--- src/rtl/led_pkg.sv ---
// Shared definitions for the LED indicator controller: mode encodings and
// the per-channel state enumeration.
package led_pkg;

    // Width of one channel's mode field.
    localparam int MODE_W = 2;

    // Mode encodings as seen on each channel's field of the mode bus.
    localparam logic [1:0] MODE_OFF   = 2'd0;
    localparam logic [1:0] MODE_ON    = 2'd1;
    localparam logic [1:0] MODE_BLINK = 2'd2;
    localparam logic [1:0] MODE_BURST = 2'd3;

    // Per-channel FSM states.
    typedef enum logic [2:0] {
        ST_OFF        = 3'd0,
        ST_ON         = 3'd1,
        ST_BLINK      = 3'd2,
        ST_BURST_WAIT = 3'd3,
        ST_BURST_HI   = 3'd4,
        ST_BURST_LO   = 3'd5,
        ST_DONE       = 3'd6
    } ch_state_e;

endpackage

--- src/rtl/led_channel.sv ---
// One LED channel: mode-driven FSM with steady, blink and counted-burst
// behaviour. Outputs are registered from the next state so the LED follows
// the effective mode one clock later.
module led_channel
    import led_pkg::*;
#(
    parameter int BURST_N = 3
)
(
    input  logic       clk,
    input  logic       rst_n,
    input  logic [1:0] mode,
    input  logic       tick,
    input  logic       phase_next,
    output logic       led,
    output logic       burst_done
);

    localparam int             PW         = $clog2(BURST_N + 1);
    localparam logic [PW-1:0]  PULSE_ZERO = {PW{1'b0}};
    localparam logic [PW-1:0]  PULSE_ONE  = PW'(1);
    localparam logic [PW-1:0]  PULSE_LAST = PW'(BURST_N);

    ch_state_e      state_r;
    ch_state_e      state_next_s;
    logic [PW-1:0]  pulse_cnt_r;
    logic [PW-1:0]  pulse_cnt_next_s;
    logic           led_r;
    logic           led_next_s;
    logic           done_r;
    logic           done_next_s;

    // State, pulse counter and output registers.
    always_ff @(posedge clk) begin
        if (!rst_n) begin
            state_r     <= ST_OFF;
            pulse_cnt_r <= PULSE_ZERO;
            led_r       <= 1'b0;
            done_r      <= 1'b0;
        end else begin
            state_r     <= state_next_s;
            pulse_cnt_r <= pulse_cnt_next_s;
            led_r       <= led_next_s;
            done_r      <= done_next_s;
        end
    end

    // Next-state and pulse-count logic; leaving burst mode always clears the count.
    always_comb begin
        state_next_s     = state_r;
        pulse_cnt_next_s = pulse_cnt_r;
        case (mode)
            MODE_OFF: begin
                state_next_s     = ST_OFF;
                pulse_cnt_next_s = PULSE_ZERO;
            end
            MODE_ON: begin
                state_next_s     = ST_ON;
                pulse_cnt_next_s = PULSE_ZERO;
            end
            MODE_BLINK: begin
                state_next_s     = ST_BLINK;
                pulse_cnt_next_s = PULSE_ZERO;
            end
            MODE_BURST: begin
                case (state_r)
                    ST_OFF, ST_ON, ST_BLINK: begin
                        state_next_s     = ST_BURST_WAIT;
                        pulse_cnt_next_s = PULSE_ZERO;
                    end
                    ST_BURST_WAIT: begin
                        if (tick) begin
                            state_next_s = ST_BURST_HI;
                        end else begin
                            state_next_s = ST_BURST_WAIT;
                        end
                    end
                    ST_BURST_HI: begin
                        if (tick) begin
                            state_next_s     = ST_BURST_LO;
                            pulse_cnt_next_s = pulse_cnt_r + PULSE_ONE;
                        end else begin
                            state_next_s = ST_BURST_HI;
                        end
                    end
                    ST_BURST_LO: begin
                        if (tick) begin
                            if (pulse_cnt_r == PULSE_LAST) begin
                                state_next_s = ST_DONE;
                            end else begin
                                state_next_s = ST_BURST_HI;
                            end
                        end else begin
                            state_next_s = ST_BURST_LO;
                        end
                    end
                    ST_DONE: begin
                        state_next_s = ST_DONE;
                    end
                    default: begin
                        state_next_s     = ST_OFF;
                        pulse_cnt_next_s = PULSE_ZERO;
                    end
                endcase
            end
            default: begin
                state_next_s     = ST_OFF;
                pulse_cnt_next_s = PULSE_ZERO;
            end
        endcase
    end

    // Output decode from the next state; blink uses the upcoming phase so all
    // blinking channels match the shared phase register exactly.
    always_comb begin
        led_next_s  = 1'b0;
        done_next_s = 1'b0;
        case (state_next_s)
            ST_ON:       led_next_s  = 1'b1;
            ST_BLINK:    led_next_s  = phase_next;
            ST_BURST_HI: led_next_s  = 1'b1;
            ST_DONE:     done_next_s = 1'b1;
            default: begin
                led_next_s  = 1'b0;
                done_next_s = 1'b0;
            end
        endcase
    end

    assign led        = led_r;
    assign burst_done = done_r;

endmodule

--- src/rtl/led_indicator_ctrl.sv ---
// Multi-channel LED indicator controller. Holds the shared half-period
// counter and blink phase, and instantiates one led_channel per LED.
// Optional build macro LED_SYNC_EN: passes the mode bus through a 2-flop
// synchroniser (3-cycle mode-to-led latency instead of 1).
module led_indicator_ctrl
    import led_pkg::*;
#(
    parameter int NUM_CH      = 2,
    parameter int HALF_PERIOD = 1000000,
    parameter int BURST_N     = 3
)
(
    input  logic                     clk,
    input  logic                     rst_n,
    input  logic [MODE_W*NUM_CH-1:0] mode,
    output logic [NUM_CH-1:0]        led,
    output logic [NUM_CH-1:0]        burst_done
);

    localparam int            CW       = $clog2(HALF_PERIOD);
    localparam logic [CW-1:0] CNT_ZERO = {CW{1'b0}};
    localparam logic [CW-1:0] CNT_ONE  = CW'(1);
    localparam logic [CW-1:0] CNT_MAX  = CW'(HALF_PERIOD - 1);

    logic [CW-1:0]              cnt_r;
    logic                       phase_r;
    logic                       tick_s;
    logic                       phase_next_s;
    logic [MODE_W*NUM_CH-1:0]   mode_eff_s;

    assign tick_s       = (cnt_r == CNT_MAX);
    assign phase_next_s = phase_r ^ tick_s;

    // Shared half-period counter and blink phase.
    always_ff @(posedge clk) begin
        if (!rst_n) begin
            cnt_r   <= CNT_ZERO;
            phase_r <= 1'b0;
        end else begin
            if (tick_s) begin
                cnt_r <= CNT_ZERO;
            end else begin
                cnt_r <= cnt_r + CNT_ONE;
            end
            phase_r <= phase_next_s;
        end
    end

`ifdef LED_SYNC_EN
    logic [MODE_W*NUM_CH-1:0] mode_sync1_r;
    logic [MODE_W*NUM_CH-1:0] mode_sync2_r;

    // Two-flop synchroniser on every mode bit.
    always_ff @(posedge clk) begin
        if (!rst_n) begin
            mode_sync1_r <= {(MODE_W*NUM_CH){1'b0}};
            mode_sync2_r <= {(MODE_W*NUM_CH){1'b0}};
        end else begin
            mode_sync1_r <= mode;
            mode_sync2_r <= mode_sync1_r;
        end
    end

    assign mode_eff_s = mode_sync2_r;
`else
    assign mode_eff_s = mode;
`endif

    for (genvar i = 0; i < NUM_CH; i++) begin : g_ch
        led_channel #(
            .BURST_N (BURST_N)
        ) u_ch (
            .clk        (clk),
            .rst_n      (rst_n),
            .mode       (mode_eff_s[MODE_W*i +: MODE_W]),
            .tick       (tick_s),
            .phase_next (phase_next_s),
            .led        (led[i]),
            .burst_done (burst_done[i])
        );
    end

endmodule

--- config.mk ---
export PLATFORM = sky130hd
export DESIGN_NAME = led_indicator_ctrl
export DESIGN_NICKNAME = d
export VERILOG_FILES = /design/src/rtl/led_pkg.sv /design/src/rtl/led_channel.sv /design/src/rtl/led_indicator_ctrl.sv
export SDC_FILE = /design/constraint.sdc
export NUM_CORES = 1
export LEC_CHECK = 0
export ABC_AREA = 1
export CELL_PAD_IN_SITES_DETAIL_PLACEMENT = 1
export CELL_PAD_IN_SITES_GLOBAL_PLACEMENT = 1
export CORE_AREA = 2 2 70 72
export DETAILED_ROUTE_END_ITERATION = 10
export DIE_AREA = 0 0 72 74
export HOLD_SLACK_MARGIN = 0.06
export PLACE_DENSITY = 0.8
export SETUP_SLACK_MARGIN = 0.15
export SYNTH_ARGS = -nofsm -noshare
export SYNTH_HDL_FRONTEND = slang
export SYNTH_SLANG_ARGS = --single-unit
--- constraint.sdc ---
create_clock -name clk -period 1.8 [get_ports clk]
set_clock_uncertainty 0.05 [all_clocks]
set_input_delay 0.18 -clock clk [delete_from_list [all_inputs] [get_ports clk]]
set_output_delay 0.18 -clock clk [all_outputs]
set_load 0.03 [all_outputs]
# Yosys cells after proc, flatten, opt, wreduce, memory -nomap -nowiden
# Cells that the tools add are included.
word_totals:
  output_inout_bits: 4
  register_bits: 35
  inputBits: 6
classes:
  eq_ne: 33
  addsub: 3
  muxes: 20
  n_reduce_logical: 15
  n_bitwise: 2
op_table:
  columns: ["cell", "n"]
  rows:
  - ["$eq A3 B3 Y1 const B", 10]
  - ["$pmux W3 S5", 2]
  - ["$pmux W3 S4", 2]
  - ["$add A20 B1 Y20 const B", 1]
  - ["$eq A20 B20 Y1 const B", 1]
  - ["$eq A3 B2 Y1 const B", 6]
  - ["$reduce_or A3 Y1", 6]
  - ["$pmux W2 S2", 4]
  - ["$eq A2 B2 Y1 const B", 6]
  - ["$eq A3 B1 Y1 const B", 4]
  - ["$mux W2", 6]
  - ["$logic_not A3 Y1", 2]
  - ["$ne A3 B3 Y1 const B", 2]
  - ["$reduce_or A2 Y1", 3]
  - ["$add A2 B1 Y2 const B", 2]
  - ["$eq A2 B1 Y1 const B", 2]
  - ["$logic_not A2 Y1", 2]
  - ["$ne A2 B2 Y1 const B", 2]
  - ["$pmux W1 S2", 2]
  - ["$reduce_and A2 Y1", 2]
  - ["$mux W1", 3]
  - ["$mux W3", 1]
  - ["$not A1 Y1", 1]
  - ["$xor A1 B1 Y1", 1]

# Longest topological paths before layout
# Gate-level depths: netlist of run 1.
logic_depth:
  word_depth: 8
  ltp_mapped: 13

# By module
# Synthesis of run 1 repeated with hierarchy kept, for this count alone.
hier_totals:
  hier_cells: 301
  hier_area_um2: 1963.1
modules_own_cells:
  columns: ["module", "area_per_inst_um2", "cells_each", "n_inst", "seq_area_each_um2"]
  rows:
  - ["led_indicator_ctrl", 1142.3, 169, 1, 420.4]
  - ["led_channel", 410.4, 66, 2, 140.1]

# Least setup slack after synthesis of run 1
# Ideal clock, no wire load.
synth_timing:
  kind: "register to register"
  startpoint: "reg cnt_r[0]"
  endpoint: "reg cnt_r[16]"
  setup_ns: 0.056
  period_less_slack_ns: 1.624
  slack_ns: 0.176
  path_stages_with_launch: 12
  arrival_ns: 1.518
  cell_sequence: "dfxtp_1 ha_1 nand2_1 nor2_1 and3_4 nand2_4 nor2_4 nand3b_4 nor2_4 xor2_1 nand2_1 inv_1"
synth_via:
  elab_chain_cells: 2
  word_cells_on_any_way: 3
synth_rtl:
  columns: ["item", "line_no", "source"]
  rows:
  - ["start, declared", "led_indicator_ctrl.sv:25", "logic [CW-1:0] cnt_r;"]
  - ["start signal, assigned", "led_indicator_ctrl.sv:43", "cnt_r <= cnt_r + CNT_ONE;"]
  - ["parallel branches: the longest is 2 deep, another holds $add A20 B1 Y20", null, null]
# Several ways; the timed one is not identified.
# A chain may end at the register's enable or synchronous reset.

# Worst setup path in the final report of run 1
layout_timing:
  startpoint: "reg cnt_r[0]"
  endpoint: "reg cnt_r[19]"
# Same word-level chain as after synthesis.

==> reports/qor.tcl, run 1 <==
set qor(outcome) {finished, final reports clean}
set qor(power_density_nw_per_um2) 609
set qor(finalSetupViolations) 0
set qor(netSwitchingPower_mw) 0.362
set qor(pin_count) 10
set qor(cts_num_sinks) 35
set qor(sw_frac_of_total) 0.249
set qor(antenna-diode-count) 0
set qor(layout_commonest_cell) {sky130_fd_sc_hd__nand2_1}
set qor(grt_setup_unrepaired) {true}
set qor(grt_pass1_vias) 1723
set qor(synth-seq-area-share) 0.372
set qor(finalWirelength_um) 4890
set qor(totalPowerFinal_mw) 1.46
set qor(io_buffer_count) 9
set qor(async_flop_share) 0
set qor(post_route_cells_drive_above_1_share) 0.303
set qor(worst_ir_drop_vdd_mv) 0.431
set qor(dp_area_um2) 2050
set qor(final_cell_count_no_fill) 348
set qor(hold_violations) 0
set qor(dr.first_iter.drc_count) 58
set qor(critPathMaxFanout) 4
set qor(seqCellArea_um2) 717
set qor(critical_path_class) {register to register}
set qor(critical_path_arrival_ps) 1870
set qor(min-delay-start) {g_ch[1].u_ch.pulse_cnt_r[1]}
set qor(p_int_mw) 1.09
set qor(power_frac_comb) 0.077
set qor(fmax_mhz) 590
set qor(synth.avg_cell_area_um2) 7.30
set qor(route.antenna.remaining_nets) 0
set qor(pre_cts_ws_ps) 21.0
set qor(synth_net_count) 267
set qor(grt_antenna_before_repair) 0
set qor(critPathLaunch) {cnt_r[0]}
set qor(die_height_um) 74
set qor(p_seq_frac) 0.550
set qor(syn_to_final_growth_pct) 27.0
set qor(clk_path_buf_depth) 2
set qor(core-area_um2) 4600
set qor(min-delay-path-class) {register to register}
set qor(route.vias.total) 1755
set qor(final_max_slew_viol_count) 0
set qor(power.clock.fraction) 0.373
set qor(max_cap_viol) 0
set qor(detail_route.vias_per_cell) 5.04
set qor(multi_input_area_um2) 1110
set qor(clk-insertion-delay-late_ps) 280
set qor(worst_max_slew_margin_expressed_relative_to_the_limit) 0.779
set qor(initial_utilization) 0.410
set qor(endpoint_kind) {register}
set qor(route.detailed.wl_per_inst_um) 14.0
set qor(cts_root_buf) {sky130_fd_sc_hd__clkbuf_8}
set qor(placementRows) 25
set qor(setup_tns_ps) 0
set qor(leakagePower_nw) 1.05
set qor(clock_tree.htree_level_count) 2
set qor(worst_slack_ps) 106
set qor(reg2reg_from) {cnt_r[0]}
set qor(postSynthRegisterBits) 35
set qor(pin_count_of_the_biggest_net_entering_global_routing) 11
set qor(layout.cells.most_common_list) {sky130_fd_sc_hd__nand2_1 (60), sky130_fd_sc_hd__inv_1 (30), sky130_fd_sc_hd__buf_4 (26)}
set qor(ys_warn_count) 0
set qor(clk_pin_slew_ps) 70
set qor(final.hold.worst_slack_ps) 434
set qor(placedCellCount) 322
set qor(worstPathRequired_ps) 1970
set qor(cell_area_after_synthesis_um2) 1880
set qor(gpl.final_weighted_congestion) 0.791
set qor(finalNetCount) 304
set qor(primary_flip_flop_cell_chosen_by_synthesis_mapping) {sky130_fd_sc_hd__dfxtp_1}
set qor(die_area_um2) 5330
set qor(post-route-drc-count) 0
set qor(drtPass1Iterations) 4
set qor(finalCriticalPeriod_ps) 1690
set qor(chipWidth_um) 72
set qor(cts_inserted_buffers) 5
set qor(actual_slew_at_the_worst_max_slew_pin_ps) 329
set qor(post_cts_hold_buffer_count) 0
set qor(post_synth_num_cell_types) 36
set qor(grt_overflow_total) 0
set qor(final_util) 0.520
set qor(dp_hpwl_um) 3170
set qor(synth_enable_flop_cells) 0
set qor(globalRouteTotalUtil) 0.182
set qor(final.fill_count) 584
set qor(min_period_over_period) 0.941
set qor(finish.instance_area_um2) 2390
set qor(clock_tree_from_tritoncts) {built}
set qor(synth_cells) 258
set qor(grt_pass1_wl_um) 7460
set qor(crit_path_start_kind) {register}
[repair_timing]
item	CTS	global route
endpoints found under the setup margin	28	21
gates cloned	0	0
resized for setup	19	20
setup buffers	12	8
pin swaps	13	15
[path summary, 6_finish.rpt]
check                                     end  slack, ps  depth (start not counted)
setup / recovery                    cnt_r[19]        110                         10
setup reg to reg                    cnt_r[19]        110                         10
hold reg to reg   g_ch[1].u_ch.pulse_cnt_r[1]        430                          2
hold / removal    g_ch[1].u_ch.pulse_cnt_r[1]        430                          2
[logic make-up after synthesis]
| kind of cell | synth area share |
|---|---|
| and+or+nand+nor | 0.413 |
| buffers and inverters | 0.0904 |
| DFF | 0.372 |
| AOI/OAI and AO/OA | 0.0678 |
| xor gates and xnor gates | 0.0372 |
| adders and majority gates | 0.0199 |
[power groups by stage]
stage          clock, mW  sequential [mW]  combinational [mW]
3_5_place_dp           0            0.816              0.0919
6_report           0.543            0.801               0.112
4_1_cts            0.548            0.801               0.103
5_1_grt            0.584            0.803               0.122
3_3_place_gp           0            0.815              0.0905
2_1_floorplan          0            0.814              0.0564
[layout make-up]
cell class | instances | share of cell area
Clock buffer | 6 | 0.0304
Timing Repair Buffer | 36 | 0.124
Multi-Input combinational cell | 183 | 0.463
Sequential cell | 35 | 0.300
Tap cell | 54 | 0.0283
Inverter | 34 | 0.0544
[worst max-delay path: stages (launching register included)]
cell and delay (ps):
sky130_fd_sc_hd__dfxtp_2 350, sky130_fd_sc_hd__buf_4 130, sky130_fd_sc_hd__nand3_4 100, sky130_fd_sc_hd__nor2_4 130
sky130_fd_sc_hd__nand2_2 80, sky130_fd_sc_hd__nor2_4 160, sky130_fd_sc_hd__nand2_4 90, sky130_fd_sc_hd__nor2_4 110
sky130_fd_sc_hd__nand4_2 90, sky130_fd_sc_hd__or2_1 230, sky130_fd_sc_hd__a21oi_2 100
[per-layer routing]
layer	share of wire	global-route usage	vias to the layer above
li1	-	-	887
met1	0.43	0.208	838
met2	0.53	0.332	16
met3	0.015	0.0325	14
met4	0.028	0.0797	0
met5	0	0	-
[cells in the mapped netlist (5+ instances only)]
cell,instances,area (µm²)
sky130_fd_sc_hd__a21oi_1,12,60.1
sky130_fd_sc_hd__buf_4,5,37.5
sky130_fd_sc_hd__dfxtp_1,35,701
sky130_fd_sc_hd__inv_1,30,113
sky130_fd_sc_hd__nand2_1,65,244
sky130_fd_sc_hd__nand3_1,11,55.1
sky130_fd_sc_hd__nand4_1,6,37.5
sky130_fd_sc_hd__nor2_1,31,116
sky130_fd_sc_hd__nor2_4,7,78.8
sky130_fd_sc_hd__nor3_1,10,50.1
sky130_fd_sc_hd__xor2_1,6,52.6
[state kept, by name, summed over array words and instances (netlist names)]
| register | count |
|---|---|
| phase_r | 1 |
| cnt_r | 20 |
| g_ch.u_ch.pulse_cnt_r | 4 |
| g_ch.u_ch.burst_done | 2 |
| g_ch.u_ch.led | 2 |
| g_ch.u_ch.state_r | 6 |
(Power assumes the default switching activity.)
==> run 2, diff against run 1 <==
- clock period: 1.8 -> 1.82 ns (I/O delays scaled with it)
==> run 2 against run 1 <==
Effect of this change:
- global-route usage up 2.3 points
- total power up 7.2%
- final area up 4.9%
- sequential share of layout area down 1.2 points
- first-iteration DRC count down 22%
- highest routed layer unchanged
==> reports/qor.tcl, run 2 (synthesized netlist as in run 1, its figures left out) <==
set qor(pin_count_of_the_biggest_net_entering_global_routing) 11 ;# unchanged
set qor(syn_to_final_growth_pct) 33.2 ;# was 27.0%
set qor(layout.cells.most_common_list) {sky130_fd_sc_hd__nand2_1 (49), sky130_fd_sc_hd__inv_1 (28), sky130_fd_sc_hd__nor2_1 (26)} ;# was sky130_fd_sc_hd__nand2_1 (60), sky130_fd_sc_hd__inv_1 (30), sky130_fd_sc_hd__buf_4 (26)
set qor(worst_ir_drop_vdd_mv) 0.337 ;# was 0.431 mV
set qor(placedCellCount) 320 ;# was 322
set qor(grt_antenna_before_repair) 0 ;# unchanged
set qor(post-route-drc-count) 0 ;# unchanged
set qor(routed-wl-met2_um) 2760 ;# was 2580 µm
set qor(largest_register_ffs) 20 ;# unchanged
set qor(leakagePower_nw) 1.08 ;# was 1.05 nW
set qor(cell_breakdown_of_the_critical_path) {ha_4 > nand3_4 > nor2_4 > nand3_4 > buf_12 > o21bai_1 > nand2_2 > nand2_2 > nand3_2 > nand2_2 > a21oi_2} ;# was buf_4 > nand3_4 > nor2_4 > nand2_2 > nor2_4 > nand2_4 > nor2_4 > nand4_2 > or2_1 > a21oi_2
set qor(chipWidth_um) 72 ;# unchanged
set qor(wirelength_met1_um) 2340 ;# was 2100 µm
set qor(grt_pass1_wl_um) 8230 ;# was 7460 µm
set qor(critical_path_class) {register to register} ;# unchanged
set qor(reg2reg_from) {cnt_r[1]} ;# was cnt_r[0]
set qor(outcome) {finished, final reports clean} ;# unchanged
set qor(grt_pass1_vias) 1781 ;# was 1723
set qor(finalNetCount) 304 ;# unchanged
set qor(dr.first_iter.drc_count) 45 ;# was 58
set qor(actual_slew_at_the_worst_max_slew_pin_ps) 314 ;# was 329 ps
set qor(route.detailed.wl_per_inst_um) 15.2 ;# was 14.0 µm
set qor(finalSetupViolations) 0 ;# unchanged
set qor(dp_hpwl_um) 3110 ;# was 3170 µm
set qor(hold_violations) 0 ;# unchanged
set qor(placementRows) 25 ;# unchanged
set qor(worst-path-buf-inv) 1 ;# unchanged
set qor(largest_registers) {cnt_r: 20 flops, g_ch.u_ch.state_r: 6 flops, g_ch.u_ch.pulse_cnt_r: 4 flops} ;# unchanged
set qor(critPathMaxFanout) 5 ;# was 4
set qor(cp_common_cell) {sky130_fd_sc_hd__nand2_2} ;# was sky130_fd_sc_hd__nor2_4
set qor(die_area_um2) 5330 ;# unchanged
set qor(finalCriticalPeriod_ps) 1710 ;# was 1690 ps
set qor(clock_tree_from_tritoncts) {built} ;# unchanged
set qor(worst_max_slew_margin_expressed_relative_to_the_limit) 0.789 ;# was 0.779
set qor(cts_num_sinks) 35 ;# unchanged
set qor(critical_path_arrival_ps) 1860 ;# was 1870 ps
set qor(initial_utilization) 0.410 ;# unchanged
set qor(critPathLaunch) {cnt_r[1]} ;# was cnt_r[0]
set qor(io_buffer_count) 9 ;# unchanged
set qor(clk-insertion-delay-late_ps) 300 ;# was 280 ps
set qor(cp_slowest_cell) {sky130_fd_sc_hd__dfxtp_4} ;# was sky130_fd_sc_hd__dfxtp_2
set qor(grt_setup_unrepaired) {true} ;# unchanged
set qor(finalWirelength_um) 5320 ;# was 4890 µm
set qor(setup_tns_ps) 0 ;# unchanged
set qor(post_route_cells_drive_above_1_share) 0.385 ;# was 0.303
set qor(globalRouteTotalUtil) 0.205 ;# was 0.182
set qor(clk_path_buf_depth) 2 ;# unchanged
set qor(worstPathRequired_ps) 1970 ;# about the same
set qor(critical_path.max_stage_delay_ps) 380 ;# was 350 ps
set qor(die_height_um) 74 ;# unchanged
set qor(clock_tree.htree_level_count) 2 ;# unchanged
set qor(clk_pin_slew_ps) 80 ;# was 70 ps
set qor(min_period_over_period) 0.940 ;# was 0.941
set qor(wl_met3_um) 90 ;# was 75 µm
set qor(grt_overflow_total) 0 ;# unchanged
set qor(top_layer) {met4} ;# unchanged
set qor(critPathTopFamily) {simple AND/OR/NAND/NOR gates} ;# unchanged
set qor(gpl.final_weighted_congestion) 0.772 ;# was 0.791
set qor(endpoint_kind) {register} ;# unchanged
set qor(regMostFlops) {cnt_r} ;# unchanged
set qor(final_max_slew_viol_count) 0 ;# unchanged
set qor(route.antenna.remaining_nets) 0 ;# unchanged
set qor(final_cell_count_no_fill) 350 ;# was 348
set qor(min-delay-path-class) {register to register} ;# unchanged
set qor(drtPass1Iterations) 4 ;# unchanged
set qor(max_cap_viol) 0 ;# unchanged
set qor(cts_root_buf) {sky130_fd_sc_hd__clkbuf_8} ;# unchanged
set qor(route.vias.total) 1790 ;# was 1755
set qor(cts_inserted_buffers) 5 ;# unchanged
set qor(pin_count) 10 ;# unchanged
set qor(fmax_mhz) 584 ;# was 590 MHz
set qor(power_density_nw_per_um2) 622 ;# was 609 nW/µm²
set qor(antenna-diode-count) 0 ;# unchanged
set qor(detail_route.vias_per_cell) 5.11 ;# was 5.04
set qor(post_cts_hold_buffer_count) 0 ;# unchanged
set qor(layout_commonest_cell) {sky130_fd_sc_hd__nand2_1} ;# unchanged
set qor(core-area_um2) 4600 ;# unchanged
set qor(min-delay-start) {g_ch[0].u_ch.pulse_cnt_r[1]} ;# was g_ch[1].u_ch.pulse_cnt_r[1]
set qor(crit_path_start_kind) {register} ;# unchanged
==> run 2: area by class of cell <==
| class | count | area [µm²] |
|---|---|---|
| flip-flops and latches | 35 | 723 |
| well taps | 54 | 67.6 |
| inverters | 34 | 133 |
| multi-input cells | 183 | 1170 |
| fillers | 576 | 2090 |
| clock buffers | 8 | 100 |
| repair buffers | 36 | 317 |
==> run 2: worst min-delay path, delay by kind of cell (launching register included) <==
kind               cells  cell delay, ps
AOI/OAI and AO/OA      1              50
and+or+nand+nor        1              60
DFF                    1             320
==> run 2: through the flow <==
step / setup slack (ps) / util / total power [mW] / area, µm² / hold slack, ps
final: 109 / 0.546 / 1.56 / 2510 / 421
after global placement: 77.3 / 0.443 / 0.896 / 2040 / 408
after CTS: 118 / 0.504 / 1.55 / 2320 / 425
after global routing: 7.44 / 0.546 / 1.61 / 2510 / 443
after detailed placement: 26.2 / 0.443 / 0.898 / 2040 / 415
after floorplan: 196 / - / 0.860 / 1880 / 255
==> run 2: repair_timing <==
item | 4_1_cts | 5_1_grt
hold endpoints to repair | 0 | 0
gates cloned | 0 | 0
pin swaps | 16 | 29
resized for setup | 20 | 44
endpoints found under the setup margin | 28 | 29
buffers inserted | 13 | 9
==> run 2: power breakdown <==
part	internal [mW]	switching (mW)
Sequential	0.779	0.0163
Clock	0.346	0.301
Combinational	0.0520	0.0670
==> run 2: metal layers <==
metal  up-vias  GRT usage
li1        893          -
met1       875      0.226
met2        11      0.371
met3        11     0.0447
met4         0      0.107
met5         -          0
==> run 2: worst paths after layout <==
kind	to	slack (ps)	cells past startpoint
hold reg to reg	g_ch[0].u_ch.pulse_cnt_r[1]	420	2
setup / recovery	g_ch[1].u_ch.led	110	11
hold / removal	g_ch[0].u_ch.pulse_cnt_r[1]	420	2
setup reg to reg	g_ch[1].u_ch.led	110	11
